### config.mk
export PLATFORM = sky130hd
export DESIGN_NAME = acl_gesture
export DESIGN_NICKNAME = d
export VERILOG_FILES = /design/src/rtl/acl_pkg.sv /design/src/rtl/acl_tick_gen.sv /design/src/rtl/acl_gesture.sv
export SDC_FILE = /design/constraint.sdc
export NUM_CORES = 1
export LEC_CHECK = 0
export CAP_MARGIN = 20
export CORE_AREA = 2 2 70 72
export CTS_CLUSTER_DIAMETER = 200
export DETAILED_ROUTE_END_ITERATION = 7
export DIE_AREA = 0 0 72 74
export GPL_TIMING_DRIVEN = 0
export PLACE_DENSITY_LB_ADDON = 0.2
export SYNTH_ARGS = -nofsm -noshare
export SYNTH_HDL_FRONTEND = slang
export SYNTH_SLANG_ARGS = --single-unit
### constraint.sdc
create_clock -name clk -period 6.3 [get_ports clk]
set_input_delay 0.945 -clock clk [delete_from_list [all_inputs] [get_ports clk]]
set_output_delay 0.945 -clock clk [all_outputs]
set_load 0.02 [all_outputs]
### src/rtl/acl_pkg.sv
// Shared definitions for the accelerometer gesture blocks: direction codes,
// gesture FSM states and small helpers for classifying signed tilt samples.
package acl_pkg;

  localparam logic [2:0] DIR_NONE = 3'd0;
  localparam logic [2:0] DIR_XP   = 3'd1;
  localparam logic [2:0] DIR_XN   = 3'd2;
  localparam logic [2:0] DIR_YP   = 3'd3;
  localparam logic [2:0] DIR_YN   = 3'd4;

  typedef enum logic [1:0] {
    IDLE   = 2'd0,
    ARM    = 2'd1,
    ACTIVE = 2'd2
  } acl_state_t;

  // Magnitude of a signed 8-bit sample, clamped so that -128 reads as 127
  // and the result always fits in 7 bits.
  function automatic logic [6:0] abs_sat8(input logic signed [7:0] v);
    logic [6:0] mag;
    if (v == 8'sh80) begin
      mag = 7'd127;
    end else if (v[7]) begin
      mag = 7'(-v);
    end else begin
      mag = v[6:0];
    end
    return mag;
  endfunction

  // Pulse vector ordered {vol_dn, vol_up, prev_trk, next_trk}.
  function automatic logic [3:0] dir_to_pulse(input logic [2:0] dir);
    logic [3:0] p;
    case (dir)
      DIR_XP:  p = 4'b0001;
      DIR_XN:  p = 4'b0010;
      DIR_YP:  p = 4'b0100;
      DIR_YN:  p = 4'b1000;
      default: p = 4'b0000;
    endcase
    return p;
  endfunction

endpackage

### src/rtl/acl_tick_gen.sv
// Free-running divider producing a one-cycle tick every DIV clocks.
// The tick is high while the count sits at DIV-1, so the first tick is
// sampled DIV clock edges after reset is released.
module acl_tick_gen #(
  parameter int DIV = 100000
) (
  input  logic clk,
  input  logic rst_n,
  output logic tick
);

  localparam int CW = (DIV > 2) ? $clog2(DIV) : 1;
  localparam logic [CW-1:0] LAST = CW'(DIV - 1);

  logic [CW-1:0] cnt;

  assign tick = (cnt == LAST);

  // Count 0..DIV-1 and wrap.
  always_ff @(posedge clk or negedge rst_n) begin
    if (!rst_n) begin
      cnt <= '0;
    end else if (cnt == LAST) begin
      cnt <= '0;
    end else begin
      cnt <= cnt + CW'(1);
    end
  end

endmodule

### src/rtl/acl_gesture.sv
// Tilt-to-player-control gesture detector. Samples x/y tilt on a periodic
// tick, picks the dominant axis, qualifies it with a hold count and a
// TH_HI/TH_LO hysteresis band, and emits one-cycle track/volume pulses.
// Define ACL_GESTURE_REPEAT_EN to auto-repeat volume pulses while held.
module acl_gesture
  import acl_pkg::*;
#(
  parameter int SAMPLE_DIV     = 100000,
  parameter int TH_HI          = 40,
  parameter int TH_LO          = 20,
  parameter int HOLD_SAMPLES   = 4,
  parameter int REPEAT_SAMPLES = 32
) (
  input  logic              clk,
  input  logic              rst_n,
  input  logic signed [7:0] x_data,
  input  logic signed [7:0] y_data,
  output logic              next_trk,
  output logic              prev_trk,
  output logic              vol_up,
  output logic              vol_dn,
  output logic [2:0]        tilt_dir
);

  // Hold and repeat counters share one width wide enough for either limit.
  localparam int CNT_MAX = (HOLD_SAMPLES > REPEAT_SAMPLES) ? HOLD_SAMPLES : REPEAT_SAMPLES;
  localparam int CW      = $clog2(CNT_MAX + 1);
  localparam logic [6:0]    TH_HI_V = 7'(TH_HI);
  localparam logic [6:0]    TH_LO_V = 7'(TH_LO);
  localparam logic [CW-1:0] HOLD_V  = CW'(HOLD_SAMPLES);

  logic          tick;
  acl_state_t    state_q, state_n;
  logic [2:0]    cand_q, cand_n;
  logic [CW-1:0] hcnt_q, hcnt_n, hcnt_inc;
  logic [3:0]    pulse_q, pulse_n;
  logic [6:0]    ax, ay, dom_abs;
  logic          x_dom;
  logic [2:0]    raw_dir;
  logic          hold_ok;
`ifdef ACL_GESTURE_REPEAT_EN
  localparam logic [CW-1:0] REP_V = CW'(REPEAT_SAMPLES);
  logic [CW-1:0] rcnt_q, rcnt_n, rcnt_inc;
`endif

  acl_tick_gen #(
    .DIV (SAMPLE_DIV)
  ) u_tick (
    .clk   (clk),
    .rst_n (rst_n),
    .tick  (tick)
  );

  // Classify the current sample: dominant axis (X on a tie) above TH_HI.
  always_comb begin
    ax      = abs_sat8(x_data);
    ay      = abs_sat8(y_data);
    x_dom   = (ax >= ay);
    dom_abs = x_dom ? ax : ay;
    raw_dir = DIR_NONE;
    if (dom_abs >= TH_HI_V) begin
      if (x_dom) begin
        raw_dir = x_data[7] ? DIR_XN : DIR_XP;
      end else begin
        raw_dir = y_data[7] ? DIR_YN : DIR_YP;
      end
    end
  end

  // While active only the latched axis matters: same sign and at least TH_LO.
  always_comb begin
    hold_ok = 1'b0;
    case (cand_q)
      DIR_XP:  hold_ok = !x_data[7] && (ax >= TH_LO_V);
      DIR_XN:  hold_ok =  x_data[7] && (ax >= TH_LO_V);
      DIR_YP:  hold_ok = !y_data[7] && (ay >= TH_LO_V);
      DIR_YN:  hold_ok =  y_data[7] && (ay >= TH_LO_V);
      default: hold_ok = 1'b0;
    endcase
  end

  // Gesture FSM next-state and pulse logic; nothing moves between ticks.
  always_comb begin
    state_n  = state_q;
    cand_n   = cand_q;
    hcnt_n   = hcnt_q;
    pulse_n  = 4'b0000;
    hcnt_inc = hcnt_q + CW'(1);
`ifdef ACL_GESTURE_REPEAT_EN
    rcnt_n   = rcnt_q;
    rcnt_inc = rcnt_q + CW'(1);
`endif
    if (tick) begin
      case (state_q)
        IDLE: begin
          if (raw_dir != DIR_NONE) begin
            cand_n = raw_dir;
            hcnt_n = CW'(1);
            if (HOLD_SAMPLES == 1) begin
              pulse_n = dir_to_pulse(raw_dir);
              state_n = ACTIVE;
`ifdef ACL_GESTURE_REPEAT_EN
              rcnt_n  = '0;
`endif
            end else begin
              state_n = ARM;
            end
          end
        end
        ARM: begin
          if (raw_dir == cand_q) begin
            hcnt_n = hcnt_inc;
            if (hcnt_inc == HOLD_V) begin
              pulse_n = dir_to_pulse(cand_q);
              state_n = ACTIVE;
`ifdef ACL_GESTURE_REPEAT_EN
              rcnt_n  = '0;
`endif
            end
          end else begin
            state_n = IDLE;
          end
        end
        ACTIVE: begin
          if (hold_ok) begin
`ifdef ACL_GESTURE_REPEAT_EN
            if (cand_q == DIR_YP || cand_q == DIR_YN) begin
              if (rcnt_inc == REP_V) begin
                pulse_n = dir_to_pulse(cand_q);
                rcnt_n  = '0;
              end else begin
                rcnt_n  = rcnt_inc;
              end
            end else if (rcnt_q != REP_V) begin
              rcnt_n = rcnt_inc;
            end
`endif
          end else begin
            state_n = IDLE;
          end
        end
        default: state_n = IDLE;
      endcase
    end
  end

  // State, candidate, counters and registered pulses.
  always_ff @(posedge clk or negedge rst_n) begin
    if (!rst_n) begin
      state_q <= IDLE;
      cand_q  <= DIR_NONE;
      hcnt_q  <= '0;
      pulse_q <= 4'b0000;
`ifdef ACL_GESTURE_REPEAT_EN
      rcnt_q  <= '0;
`endif
    end else begin
      state_q <= state_n;
      cand_q  <= cand_n;
      hcnt_q  <= hcnt_n;
      pulse_q <= pulse_n;
`ifdef ACL_GESTURE_REPEAT_EN
      rcnt_q  <= rcnt_n;
`endif
    end
  end

  assign next_trk = pulse_q[0];
  assign prev_trk = pulse_q[1];
  assign vol_up   = pulse_q[2];
  assign vol_dn   = pulse_q[3];
  assign tilt_dir = (state_q == ACTIVE) ? cand_q : DIR_NONE;

endmodule
==> results summary <==
Routability-driven placement finished with a final weighted congestion of 0.854. The class of the most critical setup path is input port to register. The critical path's largest stage delay came out at 660 ps. The via count is 2167. The share of synthesized registers carrying an async set or reset is 100%. Setup repair after global routing left no endpoint under its margin. The number of failing hold endpoints at the final stage is 0.

Clock tree synthesis found a total of 32 sinks. The placed wire-length estimate after detailed placement came out at 3.70 mm. On the critical path the largest part of the delay comes from compound AO/OA/AOI/OAI gates. The count of antenna diodes in the layout is 0. The worst path arrival time came out at 5090 ps. The depth of the worst register-to-register path is 5. In this run the static leakage power is 1.17 nW.

STA classifies the critical path startpoint as an input port. The endpoint identified for the worst register-to-register timing path is pulse_q[0]. The post-synthesis cell count is 294. Among all flip-flop cells after synthesis, the most frequent one is dfrtp_1.

The residual antenna-violating net count after detailed routing came out at 0. TritonCTS built the clock tree. In this run the worst hold path is classified as register to register. For this run, the post-layout net count is 349. Summing the areas of all compound-gate instances in the mapped netlist gives 16.9% of the synthesized area. In the synthesized netlist, mux cells make up 1.37% of the area. The post-detailed-route wirelength per cell came out at 13.6 um.

Yosys printed 0 warnings. The simple-gate share of the synthesized area came out at 29.5%. In this run, synthesis inferred 0 flip-flops with an integrated enable. The number of antenna violations at the first check in global routing is 0. The number of slew-limit violations in the final report is 0. The number of synthesized register bits came out at 32.

The via count of the first global-routing pass came out at 1965. The clock skew after layout came out at 4.84 ps. The launch instance of the worst register-to-register path is u_tick.cnt[11]. The area of the core region came out at 4600 um2. The area enclosed by the die boundary came out at 5330 um2. In this run the clock root is driven by a clkbuf_8. The slack of the worst reg-to-reg path is 3230 ps. The global-route wire length before repair is 8.63 mm.

The overall track demand over capacity in global routing is 20.0%. Max-cap violations in this run came to 0. The final routed DRC violation total came out at 0. The final setup TNS came out at 0 ps. Across all hold checks on the routed design, the worst slack comes to 493 ps. The kind of capture point of the worst setup path is a register. The final cycle utilization of the critical path came out at 78.2%. The number of hold buffers added after CTS came out at 0.

For the pin with the worst max-slew slack, the measured transition is 953 ps. Counting distinct cell types in the post-synthesis netlist gives 59. The layout-stage area growth over the synthesis result is 14.2%. In this run the count of I/O pins placed on the die edge is 25.

Before antenna repair, the detailed router went through 4 iterations. The flow ran to the end, and the final reports show no timing, DRC or antenna violations. The worst setup path endpoint is hcnt_q[2].

For the worst-skew pair, the clock arrives at the later sink with an insertion delay of 280 ps. The final wirelength came out at 5.07 mm. Measured along the y axis, the die boundary spans 74 um. The highest attainable clock frequency is 203 MHz.

The floorplan has 25 rows. The number of buffers between clock root and the deepest sink came out at 2. The total setup buffers inserted after CTS came out at 0.

Counting every net in the synthesized netlist gives 324. The data required time of the worst path came out at 6470 ps. In this run the worst setup path begins at x_data[0]. The total stage count of the critical path came out at 16. The slowest stage of the critical path is the nor4b_1 cell.

The cell area after synthesis is 2460 um2. In this run the power density over the cells is 180 nW/um2. The number of resized instances in the post-cts repair step is 0. The average cell area after synthesis came out at 8.38 um2. The DRC marker count from the first detailed-route iteration is 152.

Cells with a size suffix above 1 make up 8.75% of the layout. The final-report setup violation count came out at 0. The arithmetic-cell share of the synthesized area counting full adders, half adders and majority gates came out at 6.09%. The total CTS buffers came out at 5. Clock-pin slew was measured on the worst setup and hold paths at 70 ps. The signal on the critical path passes through clkdlybuf4s50_1 -> inv_1 -> ha_1 -> nor4b_1 -> nand3_1 -> nand2_1 -> ha_1 -> a21o_1 -> a31oi_1 -> o21a_1 -> nand3_1 -> a211oi_1 -> o2111a_1 -> buf_2 -> a21oi_1 -> a211o_2. After synthesis, the largest family of logic cells by area is simple AND/OR/NAND/NOR gates. The worst-case IR drop observed on VDD is 0.152 mV. The share of synthesized area occupied by flip-flops and latches is 32.5%.

The H-tree was split into 2 levels. The pin count of the biggest net entering global routing is 33. The maximum fanout count along the critical path is 10. The global route total overflow is 0.

Using the TritonRoute via totals, the vias-per-cell ratio works out to 5.79. In this run the tightest slew margin relative to its limit is 36.0%. The x dimension of the die came out at 72 um. The final period demand of the worst path is 4920 ps. The initial cell density of the core came out at 53.6%.

The number of port buffers is 18. The sum of buffers and inverters on the critical path is 3. The synthesized netlist devotes 8.89% of its cell area to XOR and XNOR gates.
==> stage by stage <==
stage	cell area (um2)	setup slack (ps)	utilization, %	power, W	instances
4_1_cts	2810	1410	61.2	0.000513	374
6_report	2810	1380	61.2	0.000507	374
3_5_place_dp	2710	1130	58.9	0.000319	366
5_1_grt	2810	999	61.2	0.000535	374
3_3_place_gp	2710	1110	59.0	0.000318	366
2_1_floorplan	2460	2080	-	0.000290	294
==> cells in the final DEF (no fill, tap or decap), types with 3 or more instances in the layout <==
cell and count:
a21oi_1 12, a31oi_1 5, and2_1 8, and3_1 4, and4_1 3, buf_2 4
clkbuf_1 11, clkbuf_8 5, clkdlybuf4s50_1 17, dfrtp_1 32, ha_1 12, inv_1 13
mux2_2 3, nand2_1 31, nand2b_1 7, nand3_1 14, nand4_1 4, nor2_1 27
nor2b_1 3, nor3_1 14, nor4b_1 3, o211ai_1 6, o21ai_0 9, o31ai_1 3
xnor2_1 13, xor2_1 12
==> final cells by class <==
| cell class | instances | area [um2] |
|---|---|---|
| repair buffers | 18 | 175 |
| plain buffers | 14 | 63.8 |
| well taps | 54 | 67.6 |
| multi-input cells | 234 | 1550 |
| clock inverters | 2 | 35.0 |
| clock buffers | 6 | 72.6 |
| flip-flops and latches | 32 | 801 |
| inverters | 14 | 52.6 |
| fillers | 405 | 1780 |
==> routing by layer <==
metal  share of wire, %  up-vias  track usage (%)
met5                  0        -                0
met4               0.26        0             4.82
met3                4.3        2             3.79
met2                 45       36             32.4
met1                 50     1022             27.9
li1                   -     1107                -
==> state kept, by name (all words and copies together) (netlist names) <==
name and count:
u_tick.cnt 17, hcnt_q 6, pulse_q 4, cand_q 3, state_q 2
==> cell families (layout without fill, tap and decap cells) <==
| kind of cell | Yosys count | in the layout |
|---|---|---|
| flops | 32 | 32 |
| fa+ha+maj | 12 | 12 |
| buf+inv | 28 | 54 |
| compound gates | 59 | 59 |
| mux | 3 | 3 |
| simple gates | 135 | 135 |
| xor+xnor | 25 | 25 |
==> power breakdown <==
part           internal, W  switching, W
combinational    0.0000438     0.0000591
clock             0.000117     0.0000737
sequential        0.000209    0.00000441
==> how the worst min path moves through the flow <==
stage | to | from | cells past startpoint | slack, ps
after global routing | u_tick.cnt[14] | u_tick.cnt[14] | 1 | 510
after global placement | u_tick.cnt[0] | u_tick.cnt[0] | 1 | 470
after detailed placement | u_tick.cnt[14] | u_tick.cnt[14] | 1 | 480
after CTS | u_tick.cnt[14] | u_tick.cnt[14] | 1 | 490
after floorplan | u_tick.cnt[14] | u_tick.cnt[14] | 1 | 450
final | u_tick.cnt[14] | u_tick.cnt[14] | 1 | 490
==> synth_stat cells, types with 2 or more instances <==
master	count	area [um2]
dfrtp_1	32	801
nand2_1	31	116
nor2_1	27	101
nand3_1	14	70.1
nor3_1	14	70.1
inv_1	13	48.8
xnor2_1	13	114
a21oi_1	12	60.1
ha_1	12	150
xor2_1	12	105
clkbuf_1	10	37.5
o21ai_0	9	45.0
and2_1	8	50.1
nand2b_1	7	43.8
o211ai_1	6	45.0
a31oi_1	5	31.3
and3_1	4	25.0
nand4_1	4	25.0
and4_1	3	26.3
buf_2	3	15.0
mux2_2	3	33.8
nor2b_1	3	18.8
nor4b_1	3	26.3
o31ai_1	3	22.5
a211o_2	2	20.0
a21boi_0	2	15.0
a221o_1	2	20.0
nand3b_1	2	15.0
o21a_1	2	15.0
or3_1	2	12.5
or4_1	2	15.0
or4_4	2	22.5
(Power assumes the default switching activity.)
